--- src/rtl/shift_pkg.sv ---
// Shared types and field bounds for the multicycle shifter and its
// shift-amount source mux.
package shift_pkg;

  typedef enum logic [1:0] {
    OP_SLL = 2'b00,
    OP_SRL = 2'b01,
    OP_SRA = 2'b10,
    OP_ROR = 2'b11
  } shift_op_t;

  typedef enum logic [1:0] {
    SRC_OFFSET = 2'b00,
    SRC_CONST  = 2'b01,
    SRC_REGB   = 2'b10,
    SRC_IMM    = 2'b11
  } shamt_src_t;

  typedef enum logic {
    ST_IDLE  = 1'b0,
    ST_SHIFT = 1'b1
  } state_t;

  localparam int OFFSET_HI = 10;
  localparam int OFFSET_LO = 6;

endpackage

--- src/rtl/shamt_sel.sv ---
// Four-way shift-amount source mux; every source is zero-extended or
// truncated to SHAMT_W bits, which takes the amount modulo WIDTH.
module shamt_sel
  import shift_pkg::*;
#(
  parameter  int WIDTH       = 32,
  parameter  int CONST_SHAMT = 16,
  localparam int SHAMT_W     = $clog2(WIDTH)
) (
  input  logic [1:0]         sel,
  input  logic [15:0]        offset,
  input  logic [WIDTH-1:0]   regb,
  input  logic [SHAMT_W-1:0] imm,
  output logic [SHAMT_W-1:0] shamt
);

  localparam int FIELD_W = OFFSET_HI - OFFSET_LO + 1;

  logic [FIELD_W-1:0] off_field;
  logic               unused_bits;

  assign off_field   = offset[OFFSET_HI:OFFSET_LO];
  assign unused_bits = ^{offset, regb};

  always_comb begin
    // NOTE: default first so every path assigns shamt and no latch is inferred.
    shamt = '0;
    case (shamt_src_t'(sel))
      SRC_OFFSET: shamt = SHAMT_W'(off_field);
      SRC_CONST:  shamt = SHAMT_W'(CONST_SHAMT);
      SRC_REGB:   shamt = regb[SHAMT_W-1:0];
      SRC_IMM:    shamt = imm;
      default:    shamt = '0;
    endcase
  end

endmodule

--- src/rtl/shift_unit_seq.sv ---
// Multicycle SLL/SRL/SRA/ROR shifter moving STEP bits per clock under a
// start/busy/done handshake; result holds until the next accepted start.
module shift_unit_seq
  import shift_pkg::*;
#(
  parameter  int WIDTH       = 32,
  parameter  int STEP        = 1,
  parameter  int CONST_SHAMT = 16,
  localparam int SHAMT_W     = $clog2(WIDTH)
) (
  input  logic               clk,
  input  logic               reset,
  input  logic               start,
  input  logic [1:0]         shamt_src,
  input  logic [1:0]         shift_op,
  input  logic [15:0]        OFFSET,
  input  logic [WIDTH-1:0]   RegB_out,
  input  logic [SHAMT_W-1:0] shamt_imm,
  input  logic [WIDTH-1:0]   operand,
  output logic [WIDTH-1:0]   result,
  output logic               busy,
  output logic               done
);

  // Only used when cnt exceeds STEP, which implies STEP < WIDTH.
  localparam logic [SHAMT_W-1:0] STEP_S = SHAMT_W'(STEP);

  state_t             state_q, state_d;
  shift_op_t          op_q, op_d;
  logic [WIDTH-1:0]   result_q, result_d;
  logic [SHAMT_W-1:0] cnt_q, cnt_d;
  logic               sign_q, sign_d;
  logic               done_q, done_d;
  logic [SHAMT_W-1:0] shamt;
  logic [SHAMT_W-1:0] s, s_inv;

  shamt_sel #(
    .WIDTH       (WIDTH),
    .CONST_SHAMT (CONST_SHAMT)
  ) u_shamt_sel (
    .sel    (shamt_src),
    .offset (OFFSET),
    .regb   (RegB_out),
    .imm    (shamt_imm),
    .shamt  (shamt)
  );

  // s is in 1..WIDTH-1 whenever it is used, so WIDTH-s (= -s mod WIDTH) is never 0.
  assign s     = (int'(cnt_q) > STEP) ? STEP_S : cnt_q;
  assign s_inv = '0 - s;

  always_comb begin
    state_d  = state_q;
    op_d     = op_q;
    result_d = result_q;
    cnt_d    = cnt_q;
    sign_d   = sign_q;
    done_d   = 1'b0;
    case (state_q)
      ST_IDLE: begin
        if (start) begin
          result_d = operand;
          cnt_d    = shamt;
          op_d     = shift_op_t'(shift_op);
          sign_d   = operand[WIDTH-1];
          state_d  = ST_SHIFT;
        end
      end
      ST_SHIFT: begin
        if (cnt_q == '0) begin
          state_d = ST_IDLE;
          done_d  = 1'b1;
        end else begin
          cnt_d = cnt_q - s;
          case (op_q)
            OP_SLL:  result_d = result_q << s;
            OP_SRL:  result_d = result_q >> s;
            OP_SRA:  result_d = (result_q >> s) | ({WIDTH{sign_q}} << s_inv);
            OP_ROR:  result_d = (result_q >> s) | (result_q << s_inv);
            default: result_d = result_q;
          endcase
        end
      end
      default: state_d = ST_IDLE;
    endcase
  end

  always_ff @(posedge clk) begin
    // NOTE: non-blocking assignments so every flop samples pre-edge values.
    if (reset) begin
      state_q  <= ST_IDLE;
      op_q     <= OP_SLL;
      result_q <= '0;
      cnt_q    <= '0;
      sign_q   <= 1'b0;
      done_q   <= 1'b0;
    end else begin
      state_q  <= state_d;
      op_q     <= op_d;
      result_q <= result_d;
      cnt_q    <= cnt_d;
      sign_q   <= sign_d;
      done_q   <= done_d;
    end
  end

  assign result = result_q;
  assign busy   = (state_q == ST_SHIFT);
  assign done   = done_q;

endmodule

--- config.mk ---
export PLATFORM = sky130hd
export DESIGN_NAME = shift_unit_seq
export DESIGN_NICKNAME = d
export VERILOG_FILES = /design/src/rtl/shift_pkg.sv /design/src/rtl/shamt_sel.sv /design/src/rtl/shift_unit_seq.sv
export SDC_FILE = /design/constraint.sdc
export NUM_CORES = 1
export LEC_CHECK = 0
export CAP_MARGIN = 20
export CORE_MARGIN = 5
export CORE_UTILIZATION = 50
export CTS_CLUSTER_DIAMETER = 40
export CTS_CLUSTER_SIZE = 24
export DETAILED_ROUTE_END_ITERATION = 16
export PLACE_DENSITY = 0.91
export SETUP_SLACK_MARGIN = 0.2
export SLEW_MARGIN = 30
export SYNTH_ARGS = -nofsm -noshare
export SYNTH_HDL_FRONTEND = slang
export SYNTH_SLANG_ARGS = --single-unit
--- constraint.sdc ---
create_clock -name clk -period 5.01 [get_ports clk]
set_clock_uncertainty 0.05 [all_clocks]
set_input_delay 0.501 -clock clk [delete_from_list [all_inputs] [get_ports clk]]
set_output_delay 0.501 -clock clk [all_outputs]
set_load 0.1 [all_outputs]
==> results of run 1 <==
==> placed cells by master, fill, tap and decap left out, types with 3 or more instances in the layout <==
master           instances
buf_4                   19
nor3_1                  16
nand3_1                 22
dfxtp_1                 42
inv_1                   10
o221ai_1                 5
and3_1                   4
a31oi_1                 19
o21ai_0                 41
a311oi_1                12
a211oi_1                10
nand2_1                 66
a211o_1                  3
o2111ai_1                3
o22ai_1                 12
a221oi_1                 5
mux2i_1                 11
nor2_1                  39
a21o_1                   4
a22oi_1                  3
nor4_1                   4
a21oi_1                 48
mux2_2                   9
o211ai_1                11
nand2b_1                 3
nor2b_1                  6
clkbuf_8                 5
o21ai_1                 10
nand3b_1                 3
clkdlybuf4s50_1         87
or3_1                    6
==> per-stage QoR <==
stage	std cells	setup WS, ns	cell area [µm²]	hold WS, ns	power [mW]
final	688	1.87	4680	0.452	1.72
after global routing	688	1.72	4680	0.481	1.78
after CTS	688	1.96	4680	0.445	1.69
after detailed placement	680	1.96	4580	0.434	1.42
after global placement	680	2.00	4580	0.412	1.40
after floorplan	526	2.51	3660	0.404	1.13
==> metal layers <==
metal / vias to the layer above / track usage
met5: - / 0
met4: 0 / 0.173
met3: 84 / 0.0805
met2: 426 / 0.561
met1: 2287 / 0.477
li1: 2114 / -
==> sequential cells by signal, indices dropped and copies added, names as in the netlist <==
signal and flops:
sign_q 1, busy 1, op_q 2, done 1
result 32, cnt_q 5
==> cell families after synthesis <==
kind of cell	after synthesis
mux	22
buf+inv	63
flops	42
compound gates	211
fa+ha+maj	2
other cells	1
simple gates	185
==> power by group <==
part           internal [mW]  total (mW)  switching [mW]
registers              0.378       0.466          0.0885
logic                  0.295       0.974           0.679
clock network          0.147       0.283           0.136
==> cell type report <==
type,instances,area (µm²),share of cell area
multi-input cells,421,2550,0.545
clock buffers,5,68.8,0.0147
repair buffers,106,1010,0.216
clock inverters,3,40.0,0.00855
flip-flops and latches,42,841,0.179
well taps,99,124,0.0264
inverters,12,45.0,0.00962
==> worst reg2reg max path: cells and delay by family (launching register included) <==
family / cells / cell delay (ns)
flip-flops: 1 / 0.47
adder cells (fa/ha/maj): 1 / 0.78
AO/OA/AOI/OAI: 4 / 0.87
buffers and inverters: 2 / 0.27
AND/OR/NAND/NOR: 3 / 0.62
==> worst min-delay path by stage <==
stage / depth (start not counted) / startpoint / to / slack [ns]
floorplan: 2 / cnt_q[0] / cnt_q[0] / 0.40
global placement: 2 / cnt_q[0] / cnt_q[0] / 0.41
detailed placement: 2 / cnt_q[0] / cnt_q[0] / 0.43
CTS: 2 / cnt_q[0] / cnt_q[0] / 0.45
global route: 2 / cnt_q[0] / cnt_q[0] / 0.48
finish: 2 / cnt_q[0] / cnt_q[0] / 0.45
==> key figures, run 1 <==
Clocking
  – Skew-Pair Late Insertion Delay: a little over 0.3 ns
  – Clock buffer depth: 2
  – Total CTS buffers: 5
  – CTS clk-pin slew, worst paths: 0.10 ns
  – Setup repair bufs after CTS: 0
  – Clk sink count: 42
  – Hold-fix buffers, CTS: 0
  – CTS H-Tree Depth: 2
  – Clock tree root buffer cell: clkbuf_8
  – CTS tree: done
  – Post_cts resized: 0

Route
  – Routed length on met1: 6220 µm
  – Top sig layer: met4
  – DR WL met3: 2080 µm
  – Post-route ant nets: 0
  – Wirelength per Cell: 23.9 µm
  – Drc violations: 0
  – First-pass detailed-route iteration total: 6
  – Via/cell ratio: 7.14
  – Initial DRC count: between 600 and 700
  – Routed WL: 16400 µm
  – Met2 WL: 7370 µm
  – Vias: 4911

Critical path
  – RR Endpoint: result[25]
  – Levels on crit path: 10
  – Critical-path cell with the highest stage delay: ha_1
  – FF-to-FF path depth: 10
  – CP endpoint: result[25]
  – Reg2reg start: cnt_q[2]
  – FF-to-FF setup slack: 1.87 ns
  – Worst Setup End Kind: flop
  – Startpoint Class: flop
  – Buf/Inv on CP: 2
  – Top cell family by delay on the critical path: compound AO/OA/AOI/OAI gates
  – Crit-path max FO: 18
  – Slowest cell delay on critical path: approximately 0.78 ns
  – CP Data Required Time: around 5.2 ns
  – Worst Path Arrival: 3.31 ns
  – Crit path launch: cnt_q[2]
  – CP Class: flop to flop
  – Crit-path cells: nor3_4 > buf_4 > nand2_2 > inv_2 > ha_1 > nand3b_1 > o22ai_1 > o21ai_1 > o2111ai_1 > a2111oi_2

STA
  – Endpoints failing setup: 0
  – Slew of the pin with the lowest slew margin: 0.991 ns
  – Worst slew margin: 0.337
  – FMAX: 0.319 GHz
  – RSZ-0062 raised after global routing: no
  – Fin. Hold Viols: 0
  – Setup TNS: 0 ns
  – Period minus WS final: about 3.1 ns
  – Fin crit share: 0.626
  – Final Max Slew Viols: 0

Finish
  – Layout cell share with drive strength beyond 1: 0.0883
  – Layout area overhead: 27.9%
  – Filler instances: 663
  – Fin util: 0.653
  – Antenna diode count: 0
  – Net count, final: 682

Yosys
  – Mapped Cells: 526
  – Dominant synthesized flop cell: dfxtp_1
  – Post-Synth Simple-Gate Area: 0.239
  – Largest family of logic cells by synthesized area: compound AO/OA/AOI/OAI gates
  – Compound-cell area share of the yosys netlist: 0.380
  – Post-Synth XOR/XNOR Area: 0
  – Adder-cell share of the synthesized area: 0.00683
  – Mapped Area: 3660 µm²
  – Number of synthesized register bits: 42
  – Yosys cell types: 67
  – Synth top area cells: dfxtp_1 23%, nand2_1 6.8%, a21oi_1 6.6%
  – Yosys top cell area share: 0.230
  – Post-synthesis mux area share: 0.0700
  – Cell taking the most area after synthesis: dfxtp_1
  – Register area share after synthesis: 0.230
  – Synth Net Count: 620
  – Syn_area_per_cell: 6.96 µm²
  – Synthesis Warnings: 0
  – Most frequent cell after synthesis: nand2_1
  – Post-synth EDFFs: 0
  – Synth cell count leaders: 66 x nand2_1, 48 x a21oi_1, 42 x dfxtp_1, 41 x o21ai_0, 40 x nor2_1
  – Post-synth ARST share: 0

Worst hold path
  – Hold Path Class: flop to flop

Placement
  – Buffers added on ports: 87
  – DP Wirelength: 11200 µm
  – Placer Congestion: 1.05

Die
  – Total Die Area: 9140 µm²
  – DIE HEIGHT: approximately 96 µm
  – IO Count: 126
  – Starting Density: 0.510
  – Horiz. Die Dim: 95.6 µm
  – Core ar.: about 7000 µm²
  – Rows: 31

Status
  – Status: complete, no violations

Global route
  – Overflow after GRT: 0
  – First-pass GRT wire length: 25500 µm
  – Largest net degree at the start of global routing: 32
  – Total GRT Usage: 0.363
  – Initial antenna violation count: 0
  – Vias in the first global route: 4725

Job
  – Max Cap Viol: 0

Pwr
  – Pwr dens: ~370 nW/µm²
  – Leakage power total: 1.67 nW
  – VDD IR max: roughly 0.00022 V
Note: power is estimated with default switching activity, not from simulation.
==> run 2: changes to the inputs <==
Settings changed: CORE_UTILIZATION 50 to 47, PLACE_DENSITY 0.91 to 0.87.
Clock period 5.01 ns to 3.15 ns, I/O delays scaled along.
==> run 2 against run 1 <==
Final area shrank 0.16%. Clock power grew 63%. Die area grew 5.7%. Wire length shrank 0.68%. Sequential share of layout area is essentially flat. Sequential power grew 62%. Global-route usage shrank 3.6 points. Core utilization shrank 4.1 points. Setup slack lost 1.5 ns. Combinational power grew 57%. Largest cell class unchanged. Largest power group unchanged. Highest routed layer unchanged.
==> key figures, run 2 (synthesized netlist as in run 1, its figures left out) <==
Global route
  – Vias in the first global route: between 4000 and 5000
  – First-pass GRT wire length: 25300 µm
  – Largest net degree at the start of global routing: 29
  – Total GRT Usage: 0.327
  – Overflow after GRT: 0
  – Initial antenna violation count: 0

Clocking
  – Hold-fix buffers, CTS: 0
  – Post_cts resized: 0
  – Clock buffer depth: 2
  – Clk sink count: between 40 and 50
  – Total CTS buffers: 5
  – CTS H-Tree Depth: 2
  – Setup repair bufs after CTS: 0
  – Skew-Pair Late Insertion Delay: 0.31 ns
  – CTS clk-pin slew, worst paths: 0.09 ns
  – CTS tree: done
  – Clock tree root buffer cell: clkbuf_8

Critical path
  – Crit-path max FO: 13
  – Reg2reg start: cnt_q[2]
  – RR Endpoint: result[25]
  – Worst Path Arrival: 2.92 ns
  – Critical-path cell with the highest stage delay: ha_1
  – Crit-path cells: nor3_4 > nand2_2 > inv_2 > ha_1 > nand3b_1 > o22ai_1 > o21ai_1 > o2111ai_1 > a2111oi_2
  – Startpoint Class: flop
  – Worst Setup End Kind: flop
  – CP endpoint: result[25]
  – Slowest cell delay on critical path: roughly 0.67 ns
  – FF-to-FF path depth: 9
  – CP Class: flop to flop
  – FF-to-FF setup slack: a little under 0.4 ns
  – Crit path launch: cnt_q[2]
  – CP Data Required Time: between 3 and 4 ns

Job
  – Max Cap Viol: 0

Placement
  – DP Wirelength: 11400 µm
  – Placer Congestion: 1.09
  – Buffers added on ports: a little under 90
  – Post-DP Area: about 4600 µm²
  – Placed Cells incl. Taps: 692

Die
  – Rows: 32
  – Core ar.: 7650 µm²
  – Starting Density: 0.479
  – Total Die Area: 9660 µm²
  – Horiz. Die Dim: 98.3 µm
  – DIE HEIGHT: 98.3 µm
  – IO Count: 126

Route
  – Routed length on met1: about 6100 µm
  – First-pass detailed-route iteration total: 6
  – Met2 WL: 7230 µm
  – Routed WL: 16300 µm
  – Post-route ant nets: 0
  – DR WL met3: about 2200 µm
  – Drc violations: 0
  – Initial DRC count: 660
  – Vias: 4839
  – Via/cell ratio: approximately 6.9
  – Top sig layer: met4
  – Wirelength per Cell: 23.4 µm

Worst hold path
  – Hold Path Class: flop to flop

STA
  – FMAX: 0.363 GHz
  – Fin. Hold Viols: 0
  – Endpoints failing setup: 0
  – Slew of the pin with the lowest slew margin: ~0.97 ns
  – Setup TNS: 0 ns
  – Worst slew margin: 0.353
  – Final Max Slew Viols: 0
  – Period minus WS final: 2.76 ns
  – RSZ-0062 raised after global routing: no
  – Fin crit share: 0.875

Finish
  – Layout area overhead: 27.7%
  – Final instance area: 4680 µm²
  – Net count, final: 691
  – Fin util: 0.612
  – Area of the multi-input gates: between 2000 and 3000 µm²
  – Layout cell share with drive strength beyond 1: 0.156
  – Antenna diode count: 0
  – Leading cell type in the layout, fill and taps excluded: nand2_1
  – Most frequent cells in the layout: 66 x nand2_1, 61 x buf_4, 54 x clkdlybuf4s50_1
  – Largest register FFs: 32
  – Filler instances: 740
  – Final cell count without fillers: between 600 and 700
  – Sequential cell area: roughly 840 µm²

Pwr
  – Power consumption: 2.75 mW
  – VDD IR max: around 0.00042 V
  – Pwr dens: 587 nW/µm²
  – Leakage power total: 1.77 nW

Status
  – Status: complete, no violations
## run 2: where the power goes
part / internal, mW / switching (mW)
Sequential: 0.601 / 0.153
Combinational: 0.467 / 1.07
Clock: 0.254 / 0.208
## run 2: through the flow
step,hold slack (ns),worst slack (ns)
3_5_place_dp,0.427,0.510
6_report,0.445,0.394
2_1_floorplan,0.401,0.647
4_1_cts,0.438,0.464
5_1_grt,0.470,0.279
3_3_place_gp,0.415,0.534
## run 2: final cells by class
cell class                      instances  share of cell area
Inverter                               12             0.00963
Clock buffer                            6              0.0177
Clock inverter                          1             0.00642
Multi-Input combinational cell        421               0.546
Tap cell                              102              0.0273
Sequential cell                        42               0.180
Timing Repair Buffer                  115               0.213
## run 2: layer usage
metal	up-vias	GRT usage
met1	2217	0.435
met3	88	0.0729
li1	2133	-
met4	0	0.164
met2	401	0.497
met5	-	0
## run 2: worst min-delay path by stage
stage / from / endpoint / slack (ns) / depth (start not counted)
global placement: cnt_q[0] / cnt_q[0] / 0.42 / 2
detailed placement: cnt_q[0] / cnt_q[0] / 0.43 / 2
global route: cnt_q[0] / cnt_q[0] / 0.47 / 2
finish: cnt_q[0] / cnt_q[0] / 0.45 / 2
floorplan: shift_op[1] / op_q[1] / 0.40 / 2
CTS: cnt_q[0] / cnt_q[0] / 0.44 / 2
## run 2: critical path: cells and delay by family (launching register included)
family	cells	cell delay, ns
buffers and inverters	1	0.04
AO/OA/AOI/OAI	4	0.88
AND/OR/NAND/NOR	3	0.53
adder cells (fa/ha/maj)	1	0.67
flip-flops	1	0.48
==> run 3: changes to the inputs <==
Settings changed: CORE_UTILIZATION 47 to 48, CTS_BUF_LIST set to sky130_fd_sc_hd__clkbuf_8, PLACE_DENSITY 0.87 to 0.88.
==> run 3 against run 2 <==
Critical path depth did not move. First-iteration DRC count down 2.7%. Count of clock-buffer cells in the layout unchanged. Flip-flop and latch count stayed put. Combinational power about the same. Final area decreased by 0.48%. Non-clock buffer count unchanged. Die area fell by 1.9%. Largest cell class unchanged. Largest power group unchanged.
==> key figures, run 3 (synthesized netlist as in run 1, its figures left out) <==
Critical path
  – Worst Setup End Kind: flop
  – Worst Path Arrival: 2.80 ns
  – Crit-path max FO: 12
  – Startpoint Class: flop
  – CP Data Required Time: 3.30 ns
  – CP Class: flop to flop

Global route
  – Overflow after GRT: 0
  – First-pass GRT wire length: around 26000 µm
  – Total GRT Usage: 0.345
  – Vias in the first global route: around 4700
  – Largest net degree at the start of global routing: 30
  – Initial antenna violation count: 0

STA
  – Setup ws final: 0.506 ns
  – RSZ-0062 raised after global routing: no
  – Period minus WS final: 2.64 ns
  – Endpoints failing setup: 0
  – Worst slew margin: 0.356
  – Fin crit share: 0.839
  – Setup TNS: 0 ns
  – Slew of the pin with the lowest slew margin: just under 1 ns
  – FMAX: around 0.38 GHz
  – Fin. Hold Viols: 0
  – Final Max Slew Viols: 0

Status
  – Status: complete, no violations

Route
  – Via/cell ratio: between 6 and 7
  – Initial DRC count: roughly 640
  – Wirelength per Cell: around 24 µm
  – Drc violations: 0
  – Routed WL: approximately 17000 µm
  – Post-route ant nets: 0
  – First-pass detailed-route iteration total: 6
  – Vias: 4872

Clocking
  – CTS tree: done
  – CTS clk-pin slew, worst paths: 0.09 ns
  – Clock tree root buffer cell: clkbuf_8
  – Skew-Pair Late Insertion Delay: 0.31 ns
  – Total CTS buffers: 5
  – Clk sink count: 42
  – CTS H-Tree Depth: 2
  – Clock buffer depth: 2

Die
  – Rows: 31
  – Total Die Area: 9480 µm²
  – Core ar.: ~7300 µm²
  – Starting Density: 0.500
  – Horiz. Die Dim: 97.4 µm
  – IO Count: 126
  – DIE HEIGHT: slightly below 100 µm

Placement
  – Dpl ws: 0.476 ns
  – DP Wirelength: 11700 µm
  – Placer Congestion: 1.04
  – Post-DP Area: 4560 µm²
  – Buffers added on ports: 87

Finish
  – Fin util: 0.635
  – Area of the multi-input gates: ~2600 µm²
  – Layout cell share with drive strength beyond 1: 0.157
  – Antenna diode count: 0
  – Most frequent cells in the layout: 66 x nand2_1, 61 x buf_4, 54 x clkdlybuf4s50_1
  – Final instance area: 4650 µm²
  – Layout area overhead: 27.1%
  – Largest register FFs: 32
  – Net count, final: between 600 and 700
  – Leading cell type in the layout, fill and taps excluded: nand2_1
  – Filler instances: 659
  – Sequential cell area: 841 µm²

Pwr
  – Leakage power total: 1.76 nW
  – Sw power: 1.46 mW
  – Clk pwr share: 0.146
  – Pwr dens: 581 nW/µm²
  – P_int: 1.24 mW
  – VDD IR max: 0.000316 V
  – Power consumption: 2.70 mW
  – Net Sw Frac: 0.540
  – Power share of the combinational group: 0.572
  – Flop pwr share: 0.282

Job
  – Max Cap Viol: 0

Worst hold path
  – Hold Path Class: flop to flop
-- run 3: cell types whose count changed in the layout (fill, tap and decap cells not counted) --
cell / previous run / this run
clkinv_2: 0 / 1
bufinv_16: 1 / 0
inv_1: 10 / 11
ha_1: 2 / 1
ha_2: 0 / 1
-- run 3: per-layer routing --
metal | vias to the layer above | global-route usage | wire length [µm]
li1 | 2132 | - | -
met1 | 2255 | 0.450 | 6340
met2 | 414 | 0.527 | 7440
met3 | 71 | 0.113 | 2380
met4 | 0 | 0.133 | 709
met5 | - | 0 | 0
-- run 3: path summary, 6_finish.rpt --
kind	cells past startpoint	start	slack [ns]	end
worst max-delay path	9	cnt_q[2]	0.51	result[25]
worst min-delay path	2	cnt_q[1]	0.46	cnt_q[1]
worst max register to register	9	cnt_q[2]	0.51	result[25]
worst min register to register	2	cnt_q[1]	0.46	cnt_q[1]
-- run 3: area by class of cell --
class	instances	area share
clock buffers	6	0.0177
multi-input cells	421	0.549
clock inverters	2	0.00188
repair buffers	115	0.215
well taps	99	0.0266
flip-flops and latches	42	0.181
inverters	12	0.00968
-- run 3: repair_timing --
item / 4_1_cts / 5_1_grt
gates resized for setup: 0 / 1
endpoints found under the hold margin: 0 / 0
buffers inserted: 0 / 0
hold buffers: 0 / 0
endpoints found under the setup margin: 0 / 2
-- run 3: through the flow --
step                      hold WS, ns  std cells
after detailed placement        0.444        689
after global routing            0.483        697
after global placement          0.414        689
final                           0.458        697
after floorplan                 0.401        526
after CTS                       0.456        697
-- run 3: critical path, stage by stage (launching register included) --
cell	delay, ns
dfxtp_1	0.48
nor3_4	0.08
nand2_2	0.08
inv_2	0.04
ha_2	0.54
nand3b_1	0.41
o22ai_1	0.18
o21ai_1	0.15
o2111ai_1	0.15
a2111oi_2	0.36
-- run 3: power by group through the flow --
| stage | clock (mW) | sequential [mW] | combinational, mW |
|---|---|---|---|
| floorplan | 0 | 1.11 | 0.686 |
| global placement | 0 | 0.762 | 1.49 |
| detailed placement | 0 | 0.762 | 1.50 |
| CTS | 0.384 | 0.751 | 1.51 |
| global route | 0.406 | 0.767 | 1.62 |
| finish | 0.395 | 0.762 | 1.55 |
